[src/rtl/asg_sweep_sched.sv]
// Frequency-sweep scheduler: steps a DDS through a phase-increment table,
// runs one measurement per point and stores results. Option: SWEEP_TIMEOUT_EN.
module asg_sweep_sched #(
   parameter int ADDR_WIDTH   = 8,
   parameter int STEP_WIDTH   = 32,
   parameter int SETTLE_WIDTH = 24,
   parameter int RES_WIDTH    = 32
) (
   input  logic                    dac_clk_i,
   input  logic                    dac_rst_i,
   input  logic                    start_i,
   input  logic                    abort_i,
   input  logic [ADDR_WIDTH:0]     npts_i,
   input  logic [SETTLE_WIDTH-1:0] settle_i,
   output logic [ADDR_WIDTH-1:0]   tbl_addr_o,
   input  logic [STEP_WIDTH-1:0]   tbl_data_i,
   output logic [STEP_WIDTH-1:0]   step_o,
   output logic                    step_vld_o,
   output logic                    meas_start_o,
   input  logic                    meas_done_i,
   input  logic [RES_WIDTH-1:0]    meas_mod_i,
   input  logic [RES_WIDTH-1:0]    meas_phase_i,
   output logic                    res_we_o,
   output logic [ADDR_WIDTH-1:0]   res_addr_o,
   output logic [RES_WIDTH-1:0]    res_mod_o,
   output logic [RES_WIDTH-1:0]    res_phase_o,
   output logic [ADDR_WIDTH-1:0]   point_o,
   output logic                    busy_o,
   output logic                    done_o,
   output logic                    err_o
);

   typedef enum logic [2:0] {
      S_IDLE,
      S_FETCH,
      S_LOAD,
      S_SETTLE,
      S_MEAS,
      S_STORE
   } state_t;

   state_t                  state;
   logic [ADDR_WIDTH:0]     npts_q;
   logic [SETTLE_WIDTH-1:0] settle_q;
   logic [SETTLE_WIDTH-1:0] cnt;
   logic [ADDR_WIDTH-1:0]   idx;
   logic                    last_pt;

   assign last_pt    = ({1'b0, idx} == (npts_q - 1'b1));
   assign tbl_addr_o = idx;
   assign res_addr_o = idx;
   assign point_o    = idx;
   assign busy_o     = (state != S_IDLE);

`ifdef SWEEP_TIMEOUT_EN
   logic [19:0] wd;
   logic        err_q;
   logic        tmo;

   // wd stays 0 through the entry cycle, so all-ones marks 2^20 cycles
   assign tmo   = (wd == '1) && !meas_start_o;
   assign err_o = err_q;
`else
   assign err_o = 1'b0;
`endif

   always_ff @(posedge dac_clk_i or posedge dac_rst_i) begin
      if (dac_rst_i) begin
         state        <= S_IDLE;
         npts_q       <= '0;
         settle_q     <= '0;
         cnt          <= '0;
         idx          <= '0;
         step_o       <= '0;
         step_vld_o   <= 1'b0;
         meas_start_o <= 1'b0;
         res_we_o     <= 1'b0;
         res_mod_o    <= '0;
         res_phase_o  <= '0;
         done_o       <= 1'b0;
`ifdef SWEEP_TIMEOUT_EN
         wd           <= '0;
         err_q        <= 1'b0;
`endif
      end else begin
         step_vld_o   <= 1'b0;
         meas_start_o <= 1'b0;
         res_we_o     <= 1'b0;
         done_o       <= 1'b0;
         if (abort_i) begin
            state <= S_IDLE;
         end else begin
            unique case (state)
               S_IDLE: begin
                  if (start_i) begin
                     npts_q   <= npts_i;
                     settle_q <= settle_i;
                     idx      <= '0;
`ifdef SWEEP_TIMEOUT_EN
                     err_q    <= 1'b0;
`endif
                     if (npts_i == '0)
                        done_o <= 1'b1;
                     else
                        state <= S_FETCH;
                  end
               end
               S_FETCH: state <= S_LOAD;
               S_LOAD: begin
                  step_o     <= tbl_data_i;
                  step_vld_o <= 1'b1;
                  if (settle_q == '0) begin
                     state        <= S_MEAS;
                     meas_start_o <= 1'b1;
`ifdef SWEEP_TIMEOUT_EN
                     wd           <= '0;
`endif
                  end else begin
                     cnt   <= settle_q - 1'b1;
                     state <= S_SETTLE;
                  end
               end
               S_SETTLE: begin
                  if (cnt == '0) begin
                     state        <= S_MEAS;
                     meas_start_o <= 1'b1;
`ifdef SWEEP_TIMEOUT_EN
                     wd           <= '0;
`endif
                  end else begin
                     cnt <= cnt - 1'b1;
                  end
               end
               S_MEAS: begin
                  if (meas_done_i && !meas_start_o) begin
                     res_mod_o   <= meas_mod_i;
                     res_phase_o <= meas_phase_i;
                     res_we_o    <= 1'b1;
                     state       <= S_STORE;
                  end
`ifdef SWEEP_TIMEOUT_EN
                  else if (tmo) begin
                     res_mod_o   <= '0;
                     res_phase_o <= '0;
                     res_we_o    <= 1'b1;
                     err_q       <= 1'b1;
                     state       <= S_STORE;
                  end else if (!meas_start_o) begin
                     wd <= wd + 1'b1;
                  end
`endif
               end
               S_STORE: begin
                  if (last_pt) begin
                     state  <= S_IDLE;
                     done_o <= 1'b1;
                  end else begin
                     idx   <= idx + 1'b1;
                     state <= S_FETCH;
                  end
               end
               default: state <= S_IDLE;
            endcase
         end
      end
   end

endmodule

[config.mk]
export PLATFORM = sky130hd
export DESIGN_NAME = asg_sweep_sched
export DESIGN_NICKNAME = d
export VERILOG_FILES = /design/src/rtl/asg_sweep_sched.sv
export SDC_FILE = /design/constraint.sdc
export NUM_CORES = 1
export LEC_CHECK = 0
export BUFFER_PORTS_ARGS = -buffer_cell sky130_fd_sc_hd__buf_2
export CORE_MARGIN = 2
export CORE_UTILIZATION = 55
export DETAILED_ROUTE_END_ITERATION = 8
export MAX_ROUTING_LAYER = met4
export PLACE_DENSITY = 0.89
export SLEW_MARGIN = 20
export SYNTH_ARGS = -nofsm -noshare
export SYNTH_HDL_FRONTEND = slang
export SYNTH_SLANG_ARGS = --single-unit
export TNS_END_PERCENT = 20
[constraint.sdc]
create_clock -name dac_clk_i -period 12.6 [get_ports dac_clk_i]
set_input_delay 0.63 -clock dac_clk_i [delete_from_list [all_inputs] [get_ports dac_clk_i]]
set_output_delay 0.63 -clock dac_clk_i [all_outputs]
set_load 0.01 [all_outputs]
==> flow_summary.ini <==
[run_status]
run_status = finished clean

[worst_setup_path]
cp_data_required_time_ps = 12920
critical_path.reg2reg.endpoint = cnt[21]
cp_data_arrival_time_ps = 3240
ff2ff_setup_slack_ps = 9680
endpoint_kind = flop
timing.critical_path.slowest_cell_delay_ps = 560
worstSetupPathType = flop to flop
critical_path.cell_chain = nor4_1 -> nand4_1 -> nor4_2 -> a21oi_2 -> nand2b_1 -> a21oi_1 -> o221a_1
worst-r2r-cell-count = 7
cpMaxStageDelayCell = sky130_fd_sc_hd__nand2b_1
setup.worst_path.start_class = flop
worst_r2r_startpoint = cnt[5]
critical_path.max_fanout = 20

[global_routing]
grtUsageTotal = 0.283
antenna_found_initial = 5
grt_start_max_net_pins = 99
grt_pass1_vias = 7146
global_route.overflow_total = 0
global_route_wire_length_before_repair_um = 35000

[sta]
tightest_slew_ps = 942
drv_slew = 0
setup-tns-final_ps = 0
unrepaired_setup_endpoints_after_global_routing = no
clock.fmax_mhz = 342
finalCritPeriodShare = 0.232
clock-skew-final_ps = 10.5
final_hold_viol_count = 0
timing.final.setup_violations = 0
period_minus_slack_ps = 2920
timing.slew.headroom = 0.371

[layout]
final_nets = 1267
fin_area_um2 = 10000
drive_gt1_frac = 0.307
area_grow_syn2layout_pct = 22.7
final_common_cell = sky130_fd_sc_hd__nand2_1
layout_common_cells = sky130_fd_sc_hd__nand2_1 (310), sky130_fd_sc_hd__buf_2 (258), sky130_fd_sc_hd__dfrtp_1 (168)
finalNonFillerCells = 1333
layout.core_utilization = 0.690

[synth]
asyncSetResetFlopFracSynth = 1.00
synth-edff-count = 0
ys_types = 68
yosys_synthesis_warning_count = 0
synthCells = 908
synth-seq-cells = 168
synth_seq_area_share = 0.514
syn_area_per_cell_um2 = 9.00
postSynthNetCount = 1045
synth.cell_area_um2 = 8170
synth-main-ff-cell = sky130_fd_sc_hd__dfrtp_1

[hold_path]
hold_path_startpoint = meas_phase_i[6]
worst_hold_path_type = primary input to flop
whs_path_depth = 3
holdPathEnd = res_phase_o[6]

[clocking]
tritoncts.num_buffers = 17
cts_tree = done
tritoncts_num_sinks = 168
cts_max_level = 4
number_of_hold_buffers_added_after_cts = 0
postCtsSetupRepairBufs = 0
cts-root-to-sink-buffers = 2
cts_root_buf = sky130_fd_sc_hd__clkbuf_16
cts_resized = 0
clk_pin_slew_worst_paths_ps = 70
clk_latency_ps = 430

[power_and_ir_drop]
pwr_density_cell_nw_per_um2 = 176
power.share.switching = 0.341
internal_power_uw = 1160
combinational_share_of_power = 0.265
peakVddDrop_mv = 0.137
power.sequential.fraction = 0.451
leakagePower_uw = 0.00534
share_clk_of_total_power = 0.284
reported_net_switching_power_uw = 603

[floorplanning]
std_cell_rows = 44
die_x_um = 126
start_util = 0.562
ios = 260
fp.coreArea_um2 = 14500
die_area_um2 = 15800
chipHeight_um = 126

[route]
post_drt_wl_per_cell_um = 16.2
post-route-drc-count = 0
totalWireLength_um = 21500
ant_nets = 0
vias = 7318
drt_first_iter_violations = 547
dr.pass1.iters = 5
via_per_inst = 5.49

[placed_design]
hpwl_um = 15400
dpl_cell_area_um2 = 9450
gp_routability_congestion = 0.953
dpl.cell_count = 1295
buffer_ports.inserted = 258

[flow_run]
drv.max_cap_violation_count = 0
==> final cells by class <==
type                       count  area, um^2
antenna                        6        15.0
clock buffer                  18         429
clock inverter                14         136
fill                        1121        4510
inverter                      14        57.6
multi-input combinational    663        3600
sequential                   168        4200
tap                          184         230
timing repair buffer         266        1350
==> how the worst max path moves through the flow <==
stage          depth (start not counted)       to          from  slack, ps
4_1_cts                                7  cnt[21]        cnt[5]       9650
6_report                               7  cnt[21]        cnt[5]       9680
2_1_floorplan                          1   cnt[0]     dac_rst_i       7420
5_1_grt                                7  cnt[21]        cnt[5]       9390
3_5_place_dp                           7  cnt[21]        cnt[5]       9690
3_3_place_gp                           7  cnt[21]  settle_q[15]       9790
==> metrics by stage <==
| step | hold WS, ps | power (uW) | worst slack (ps) |
|---|---|---|---|
| finish | 383 | 1770 | 9680 |
| global placement | 453 | 1250 | 9790 |
| global route | 374 | 1880 | 9390 |
| detailed placement | 457 | 1270 | 9690 |
| floorplan | 450 | 1100 | 7420 |
| CTS | 373 | 1770 | 9650 |
==> layer usage <==
layer / up-vias / part of all wire / track usage
met3: 40 / 0.069 / 0.0739
met1: 3490 / 0.41 / 0.348
met2: 271 / 0.50 / 0.452
li1: 3517 / - / -
met4: 0 / 0.025 / 0.109
met5: - / 0 / -
==> sequential cells by signal (all words and copies together), names as in the netlist <==
register and cells:
step_o 32, step_vld_o 1, settle_q 24, meas_start_o 1
npts_q 9, point_o 8, state 3, res_phase_o 32
cnt 24, res_we_o 1, done_o 1, res_mod_o 32
==> cell usage after synthesis (3+ instances only) <==
cell type	count	area [um^2]
sky130_fd_sc_hd__a22oi_1	4	30.0
sky130_fd_sc_hd__or4_1	4	30.0
sky130_fd_sc_hd__inv_1	14	52.6
sky130_fd_sc_hd__nand4_1	5	31.3
sky130_fd_sc_hd__or3_1	11	68.8
sky130_fd_sc_hd__nand3b_1	4	30.0
sky130_fd_sc_hd__ha_1	3	37.5
sky130_fd_sc_hd__xnor2_1	7	61.3
sky130_fd_sc_hd__buf_4	19	143
sky130_fd_sc_hd__o31ai_1	10	75.1
sky130_fd_sc_hd__a41oi_1	3	26.3
sky130_fd_sc_hd__nand3_1	10	50.1
sky130_fd_sc_hd__o32ai_1	4	35.0
sky130_fd_sc_hd__or4_4	4	45.0
sky130_fd_sc_hd__o21ai_0	34	170
sky130_fd_sc_hd__mux2i_1	11	110
sky130_fd_sc_hd__nor2b_1	4	25.0
sky130_fd_sc_hd__nor2_1	52	195
sky130_fd_sc_hd__o211ai_1	4	30.0
sky130_fd_sc_hd__buf_2	7	35.0
sky130_fd_sc_hd__xor2_1	3	26.3
sky130_fd_sc_hd__a21oi_1	43	215
sky130_fd_sc_hd__a31oi_1	5	31.3
sky130_fd_sc_hd__clkbuf_1	31	116
sky130_fd_sc_hd__mux2_2	38	428
sky130_fd_sc_hd__nand2_1	310	1160
sky130_fd_sc_hd__a211oi_1	3	22.5
sky130_fd_sc_hd__nor3_1	24	120
sky130_fd_sc_hd__and3_1	3	18.8
sky130_fd_sc_hd__nor4_1	6	37.5
sky130_fd_sc_hd__nand2b_1	9	56.3
sky130_fd_sc_hd__dfrtp_1	168	4200
sky130_fd_sc_hd__and2_1	5	31.3
sky130_fd_sc_hd__buf_1	5	18.8
==> worst max-delay path, delay by kind of cell (launching register included) <==
family,cells,cell delay (ps)
AOI/OAI and AO/OA,3,420
and+or+nand+nor,4,1930
DFF,1,450
==> cells by family (layout without fill, tap and decap cells) <==
logic type / Yosys count / count (layout) / share of synthesized area
simple gates: 466 / 466 / 0.251
other cells: 1 / 7 / 0.000459
flops: 168 / 168 / 0.514
buf+inv: 77 / 312 / 0.0461
fa+ha+maj: 3 / 3 / 0.00459
xor+xnor: 10 / 10 / 0.0107
compound gates: 134 / 134 / 0.107
mux: 49 / 49 / 0.0658
==> power groups by stage <==
stage / Combinational, uW / Sequential [uW] / Clock (uW)
5_1_grt: 524 / 817 / 537
6_report: 468 / 797 / 502
4_1_cts: 471 / 794 / 510
2_1_floorplan: 304 / 796 / 0
3_3_place_gp: 452 / 796 / 0
3_5_place_dp: 467 / 801 / 0
(Power assumes the default switching activity.)
